==> config.mk <==
export PLATFORM = sky130hd
export DESIGN_NAME = lif_soma
export DESIGN_NICKNAME = d
export VERILOG_FILES = /design/src/rtl/lif_soma.sv
export SDC_FILE = /design/constraint.sdc
export NUM_CORES = 1
export LEC_CHECK = 0
export ABC_AREA = 1
export BUFFER_PORTS_ARGS = -buffer_cell sky130_fd_sc_hd__buf_2
export CORE_MARGIN = 3
export CORE_UTILIZATION = 55
export CTS_BUF_LIST = sky130_fd_sc_hd__clkbuf_8
export DETAILED_ROUTE_END_ITERATION = 8
export GPL_ROUTABILITY_DRIVEN = 0
export PLACE_DENSITY = 0.88
export REMOVE_ABC_BUFFERS = 1
export SLEW_MARGIN = 30
export SYNTH_ARGS = -nofsm -noshare
export SYNTH_HDL_FRONTEND = slang
export SYNTH_SLANG_ARGS = --single-unit
==> constraint.sdc <==
create_clock -name clock -period 14.85 [get_ports clock]
set_input_delay 3.7125 -clock clock [delete_from_list [all_inputs] [get_ports clock]]
set_output_delay 3.7125 -clock clock [all_outputs]
set_load 0.01 [all_outputs]
==> src/rtl/lif_soma.sv <==
// -----------------------------------------------------------------------------
// lif_soma -- leaky integrate-and-fire soma
//
// Accumulates signed synaptic weights into a saturating membrane potential,
// bleeds a fraction of the potential away every LEAK_PERIOD enabled cycles,
// and emits a one-cycle spike when the potential reaches the threshold.
// After a spike the soma ignores its inputs for `refractory` enabled cycles.
//
// Ports
//   clock             in   rising-edge system clock
//   reset             in   asynchronous, active-high reset
//   enable            in   low: every register holds, spike_out is cleared
//   syn_spike         in   [N_SYN]          per-synapse spike strobes
//   syn_weight        in   [N_SYN*W_WIDTH]  packed signed weights, syn i at [i*W_WIDTH +: W_WIDTH]
//   threshold         in   [V_WIDTH]        signed firing threshold (legal values are > 0)
//   refractory        in   [6]              refractory length, captured at each fire
//   spike_out         out  registered one-cycle fire pulse (feeds the axon delay stage)
//   v_mem             out  [V_WIDTH]        registered signed membrane potential
//   refractory_active out  high while the soma is refractory
// -----------------------------------------------------------------------------
module lif_soma #(
    parameter int N_SYN       = 4,
    parameter int W_WIDTH     = 8,
    parameter int V_WIDTH     = 16,
    parameter int LEAK_SHIFT  = 3,
    parameter int LEAK_PERIOD = 16
) (
    input  logic                      clock,
    input  logic                      reset,
    input  logic                      enable,
    input  logic [N_SYN-1:0]          syn_spike,
    input  logic [N_SYN*W_WIDTH-1:0]  syn_weight,
    input  logic signed [V_WIDTH-1:0] threshold,
    input  logic [5:0]                refractory,
    output logic                      spike_out,
    output logic signed [V_WIDTH-1:0] v_mem,
    output logic                      refractory_active
);

    // Wide enough that potential, leak and the full synaptic sum never wrap
    // before saturation is applied.
    localparam int SUM_W  = V_WIDTH + $clog2(N_SYN) + 1;
    localparam int LCNT_W = (LEAK_PERIOD > 1) ? $clog2(LEAK_PERIOD) : 1;

    localparam logic [LCNT_W-1:0]      LEAK_LAST = LCNT_W'(LEAK_PERIOD - 1);
    localparam logic signed [SUM_W-1:0] V_MAX_EXT = SUM_W'((2 ** (V_WIDTH - 1)) - 1);
    localparam logic signed [SUM_W-1:0] V_MIN_EXT = ~V_MAX_EXT;

    typedef enum logic [0:0] {
        ST_INTEGRATE  = 1'b0,
        ST_REFRACTORY = 1'b1
    } state_t;

    // Sign-extend one synaptic weight to the accumulator width.
    function automatic logic signed [SUM_W-1:0] sext_w(input logic [W_WIDTH-1:0] w);
        return {{(SUM_W - W_WIDTH){w[W_WIDTH-1]}}, w};
    endfunction

    // Sign-extend the membrane potential to the accumulator width.
    function automatic logic signed [SUM_W-1:0] sext_v(input logic [V_WIDTH-1:0] v);
        return {{(SUM_W - V_WIDTH){v[V_WIDTH-1]}}, v};
    endfunction

    // Clamp a wide accumulator value into the signed membrane range.
    function automatic logic signed [V_WIDTH-1:0] sat_v(input logic signed [SUM_W-1:0] x);
        logic signed [V_WIDTH-1:0] r;
        if (x > V_MAX_EXT) begin
            r = V_MAX_EXT[V_WIDTH-1:0];
        end else if (x < V_MIN_EXT) begin
            r = V_MIN_EXT[V_WIDTH-1:0];
        end else begin
            r = x[V_WIDTH-1:0];
        end
        return r;
    endfunction

    state_t                     state_r;
    state_t                     state_nxt_s;
    logic signed [V_WIDTH-1:0]  v_mem_r;
    logic signed [V_WIDTH-1:0]  v_mem_nxt_s;
    logic                       spike_r;
    logic                       spike_nxt_s;
    logic [5:0]                 refr_cnt_r;
    logic [5:0]                 refr_cnt_nxt_s;
    logic [LCNT_W-1:0]          leak_cnt_r;
    logic [LCNT_W-1:0]          leak_cnt_nxt_s;

    logic                       leak_tick_s;
    logic signed [SUM_W-1:0]    sum_s;
    logic signed [SUM_W-1:0]    leak_s;
    logic signed [SUM_W-1:0]    raw_s;
    logic signed [V_WIDTH-1:0]  v_next_s;
    logic                       fire_s;

    assign leak_tick_s = (leak_cnt_r == LEAK_LAST);

    // Synaptic sum, leak term and the saturated candidate potential.
    always_comb begin
        sum_s = '0;
        for (int i = 0; i < N_SYN; i++) begin
            sum_s = sum_s + (syn_spike[i] ? sext_w(syn_weight[i*W_WIDTH +: W_WIDTH])
                                          : {SUM_W{1'b0}});
        end

        // Arithmetic shift rounds toward -inf, so a negative potential's leak is
        // itself negative and subtracting it pulls the potential up toward 0.
        if (leak_tick_s) begin
            leak_s = sext_v(v_mem_r) >>> LEAK_SHIFT;
        end else begin
            leak_s = '0;
        end

        raw_s    = sext_v(v_mem_r) - leak_s + sum_s;
        v_next_s = sat_v(raw_s);
        fire_s   = (v_next_s >= threshold);
    end

    // Next-state and next-output logic for the INTEGRATE/REFRACTORY machine.
    always_comb begin
        state_nxt_s    = state_r;
        v_mem_nxt_s    = v_mem_r;
        spike_nxt_s    = 1'b0;
        refr_cnt_nxt_s = refr_cnt_r;
        leak_cnt_nxt_s = leak_cnt_r;

        if (enable) begin
            // The leak phase keeps running through refractory periods.
            if (leak_tick_s) begin
                leak_cnt_nxt_s = '0;
            end else begin
                leak_cnt_nxt_s = leak_cnt_r + LCNT_W'(1);
            end

            case (state_r)
                ST_INTEGRATE: begin
                    if (fire_s) begin
                        spike_nxt_s    = 1'b1;
                        v_mem_nxt_s    = '0;
                        refr_cnt_nxt_s = refractory;
                        // A zero-length refractory keeps integrating, allowing
                        // back-to-back pulses under sustained drive.
                        if (refractory != 6'd0) begin
                            state_nxt_s = ST_REFRACTORY;
                        end else begin
                            state_nxt_s = ST_INTEGRATE;
                        end
                    end else begin
                        v_mem_nxt_s = v_next_s;
                    end
                end
                ST_REFRACTORY: begin
                    v_mem_nxt_s    = '0;
                    refr_cnt_nxt_s = refr_cnt_r - 6'd1;
                    // Leaving on a count of 1 yields exactly `refractory`
                    // ignored edges, counting the one that leaves.
                    if (refr_cnt_r <= 6'd1) begin
                        state_nxt_s = ST_INTEGRATE;
                    end else begin
                        state_nxt_s = ST_REFRACTORY;
                    end
                end
                default: begin
                    state_nxt_s    = ST_INTEGRATE;
                    v_mem_nxt_s    = '0;
                    refr_cnt_nxt_s = 6'd0;
                end
            endcase
        end else begin
            spike_nxt_s = 1'b0;
        end
    end

    // State, membrane and counter registers; reset returns to a quiet INTEGRATE.
    always_ff @(posedge clock or posedge reset) begin
        if (reset) begin
            state_r    <= ST_INTEGRATE;
            v_mem_r    <= '0;
            spike_r    <= 1'b0;
            refr_cnt_r <= 6'd0;
            leak_cnt_r <= '0;
        end else begin
            state_r    <= state_nxt_s;
            v_mem_r    <= v_mem_nxt_s;
            spike_r    <= spike_nxt_s;
            refr_cnt_r <= refr_cnt_nxt_s;
            leak_cnt_r <= leak_cnt_nxt_s;
        end
    end

    assign spike_out         = spike_r;
    assign v_mem             = v_mem_r;
    assign refractory_active = (state_r == ST_REFRACTORY);

endmodule

==> out/qor.yml <==
grt:
  grtUsageTotal_pct: 24.2
  use_met1_pct: 31.3
  grt-busiest-layer: "met2"
  use_met3_pct: 3.80
  grt_max_degree: 29
  grt_pass1_vias: 4343
  overflow: 0
  grt_pass1_wl_um: 19300
  grt_antenna_before_repair: 0
  grt_use_met2_pct: 42.5
worst_setup_path:
  worst-path-buf-inv: 6
  cp_common_cell: "nand2_1"
  slowest_stage: "fa_1"
  critical_path_class: "in -> reg"
  worstSetupEndpointType: "register"
  start_kind: "input pin"
  cpLargestDelayFamily: "adder cells"
  cp.required_ps: 15080
  arrival_ps: 9600
  path_max_fanout: 16
  cpPeakStageDelay_ps: 1060
floorplan:
  coreArea_um2: 7890
  die_x_um: 97.2
  die_y_um: 97.2
  initial_core_util_pct: 58.0
  num_rows: 32
  ios: 79
  die_area_um2: 9450
final_layout:
  fillers: 664
  area_growth_pct: 11.4
  drive_above_1_share_pct: 16.4
  diodes: 0
  final_nets: 863
min_path:
  min_path_type: "reg -> reg"
status:
  outcome: "finished clean"
synth:
  synth_common_cells: "nand2_1 (211), inv_1 (151), fa_1 (57), ha_1 (37), dfrtp_1 (28)"
  syn-cell-area_um2: 4580
  yosysTopAreaCellShare_pct: 24.9
  yosys.cell_count.top_type: "nand2_1"
  syn_area_per_cell_um2: 7.21
  synth-edff-count: 0
  ys_seq_area_share_pct: 15.3
  synthFlopType: "dfrtp_1"
  synth_warnings: 0
  ys_ff_latch: 28
  async_reset_ff_share_pct: 100
  yosys.cell_types.count: 36
  synth_cells: 635
  yosys.area.top_type: "fa_1"
  synthTopCellsByArea: "fa_1 (25%), nand2_1 (17%), dfrtp_1 (15%)"
timing:
  fin_crit_sh_pct: 63.1
  tightest_slew_ps: 793
  finalSetupTns_ps: 0
  fin_crit_ps: 9370
  max_freq_ghz: 0.107
  worst_clock_skew_ps: 3.80
  finalSetupViolCount: 0
  slew_headroom_pct: 47.1
  final_max_slew_viol_count: 0
  rsz0062_at_grt: "false"
  timing_hold_violations_final: 0
drt:
  via_per_inst: 5.22
  vias: 4227
  drt_wl_total_um: 10900
  drc: 0
  drt_first_iter_violations: 259
  ant_nets: 0
  drt-wirelength-per-cell_um: 13.5
  dr.pass1.iters: 5
cts:
  cts_buffers: 3
  cts_root_buffer: "clkbuf_8"
  cts_buffer_depth: 2
  post_cts_resized: 0
  clk_pin_slew_ps: 100
  cts_hold_buffers: 0
  clock_latency_ps: 280
  h-tree-depth: 1
  cts_tree: "built"
  cts_num_sinks: 28
  cts_setup_buffers: 0
placement:
  dp_hpwl_um: 9220
  port_buffers: 78
flow_run:
  maxCapViolCount: 0
-- worst paths after layout --
| kind | cells after the start | slack [ps] | start | end |
|---|---|---|---|---|
| hold reg to reg | 2 | 490 | refr_cnt_r[1]$_DFFE_PP0P_ | refr_cnt_r[1]$_DFFE_PP0P_ |
| hold / removal | 2 | 490 | refr_cnt_r[1]$_DFFE_PP0P_ | refr_cnt_r[1]$_DFFE_PP0P_ |
| min in group asynchronous | 2 | 3480 | reset | leak_cnt_r[3]$_DFFE_PP0P_ |
| setup / recovery | 33 | 5480 | syn_spike[1] | v_mem[4]$_DFFE_PP0P_ |
| setup reg to reg | 33 | 8260 | leak_cnt_r[0]$_DFFE_PP0P_ | v_mem[4]$_DFFE_PP0P_ |
| max in group asynchronous | 2 | 10980 | reset | v_mem[12]$_DFFE_PP0P_ |
-- tightest hold or removal path, cell delays in order (launching register included) --
cell	delay [ps]
dfrtp_1	350
nand2_1	50
nand2_1	50
-- cells by family after synthesis --
kind of cell | after synthesis | synth area share, %
and+or+nand+nor | 286 | 27.1
buffers and inverters | 170 | 14.7
adders and majority gates | 94 | 35.0
AOI/OAI and AO/OA | 43 | 5.22
DFF | 28 | 15.3
xor gates and xnor gates | 14 | 2.68
-- state kept, by name, summed over array words and instances, names as in the netlist --
register	flops
leak_cnt_r	4
refractory_active	1
refr_cnt_r	6
spike_out	1
v_mem	16
-- cell type report --
class | count | area [um^2] | share of cell area (%)
Inverter | 160 | 603 | 11.8
Timing Repair Buffer | 78 | 390 | 7.66
Clock buffer | 3 | 41.3 | 0.810
Clock inverter | 1 | 30.0 | 0.589
Sequential cell | 28 | 701 | 13.7
Tap cell | 102 | 128 | 2.50
Multi-Input combinational cell | 437 | 3210 | 62.9
-- cells in the final DEF, fill, tap and decap left out --
| cell | count |
|---|---|
| o41ai_1 | 1 |
| xor2_1 | 8 |
| bufinv_16 | 1 |
| nand4_2 | 1 |
| buf_2 | 78 |
| ha_1 | 37 |
| a21oi_2 | 1 |
| and2_2 | 1 |
| nor3_1 | 3 |
| a21oi_1 | 17 |
| nor2_4 | 1 |
| clkbuf_8 | 3 |
| a31oi_1 | 5 |
| and2_1 | 1 |
| inv_4 | 1 |
| o21bai_1 | 3 |
| nand2_1 | 211 |
| clkinv_1 | 3 |
| nor2_1 | 19 |
| nand2_4 | 6 |
| dfrtp_1 | 28 |
| o21ai_1 | 1 |
| nor4_1 | 1 |
| nand3b_1 | 1 |
| nand3_1 | 22 |
| inv_1 | 150 |
| xnor2_1 | 6 |
| o21a_1 | 1 |
| nand3_2 | 1 |
| nand2_2 | 14 |
| inv_2 | 6 |
| fa_1 | 57 |
| or2_1 | 2 |
| nor4_2 | 1 |
| o21ai_0 | 14 |
| nor3_2 | 1 |
-- routing by layer --
metal	wire [um]	part of all wire (%)
met4	204	1.9
met3	822	7.5
met2	5510	51
met1	4360	40
met5	0	0
-- metrics by stage --
stage               area (um^2)  utilization (%)  setup slack [ps]  std cells  hold slack, ps
global route               5100             64.6              4990        809             534
floorplan                  4510                -              6240        625             442
CTS                        5100             64.6              5610        809             489
global placement           5030             63.7              5590        805             454
finish                     5100             64.6              5480        809             487
detailed placement         5030             63.7              5390        805             473
Power is left out: the tool's default activity adds up to more than one toggle a clock period on the data nets, which glitch-free logic cannot reach.
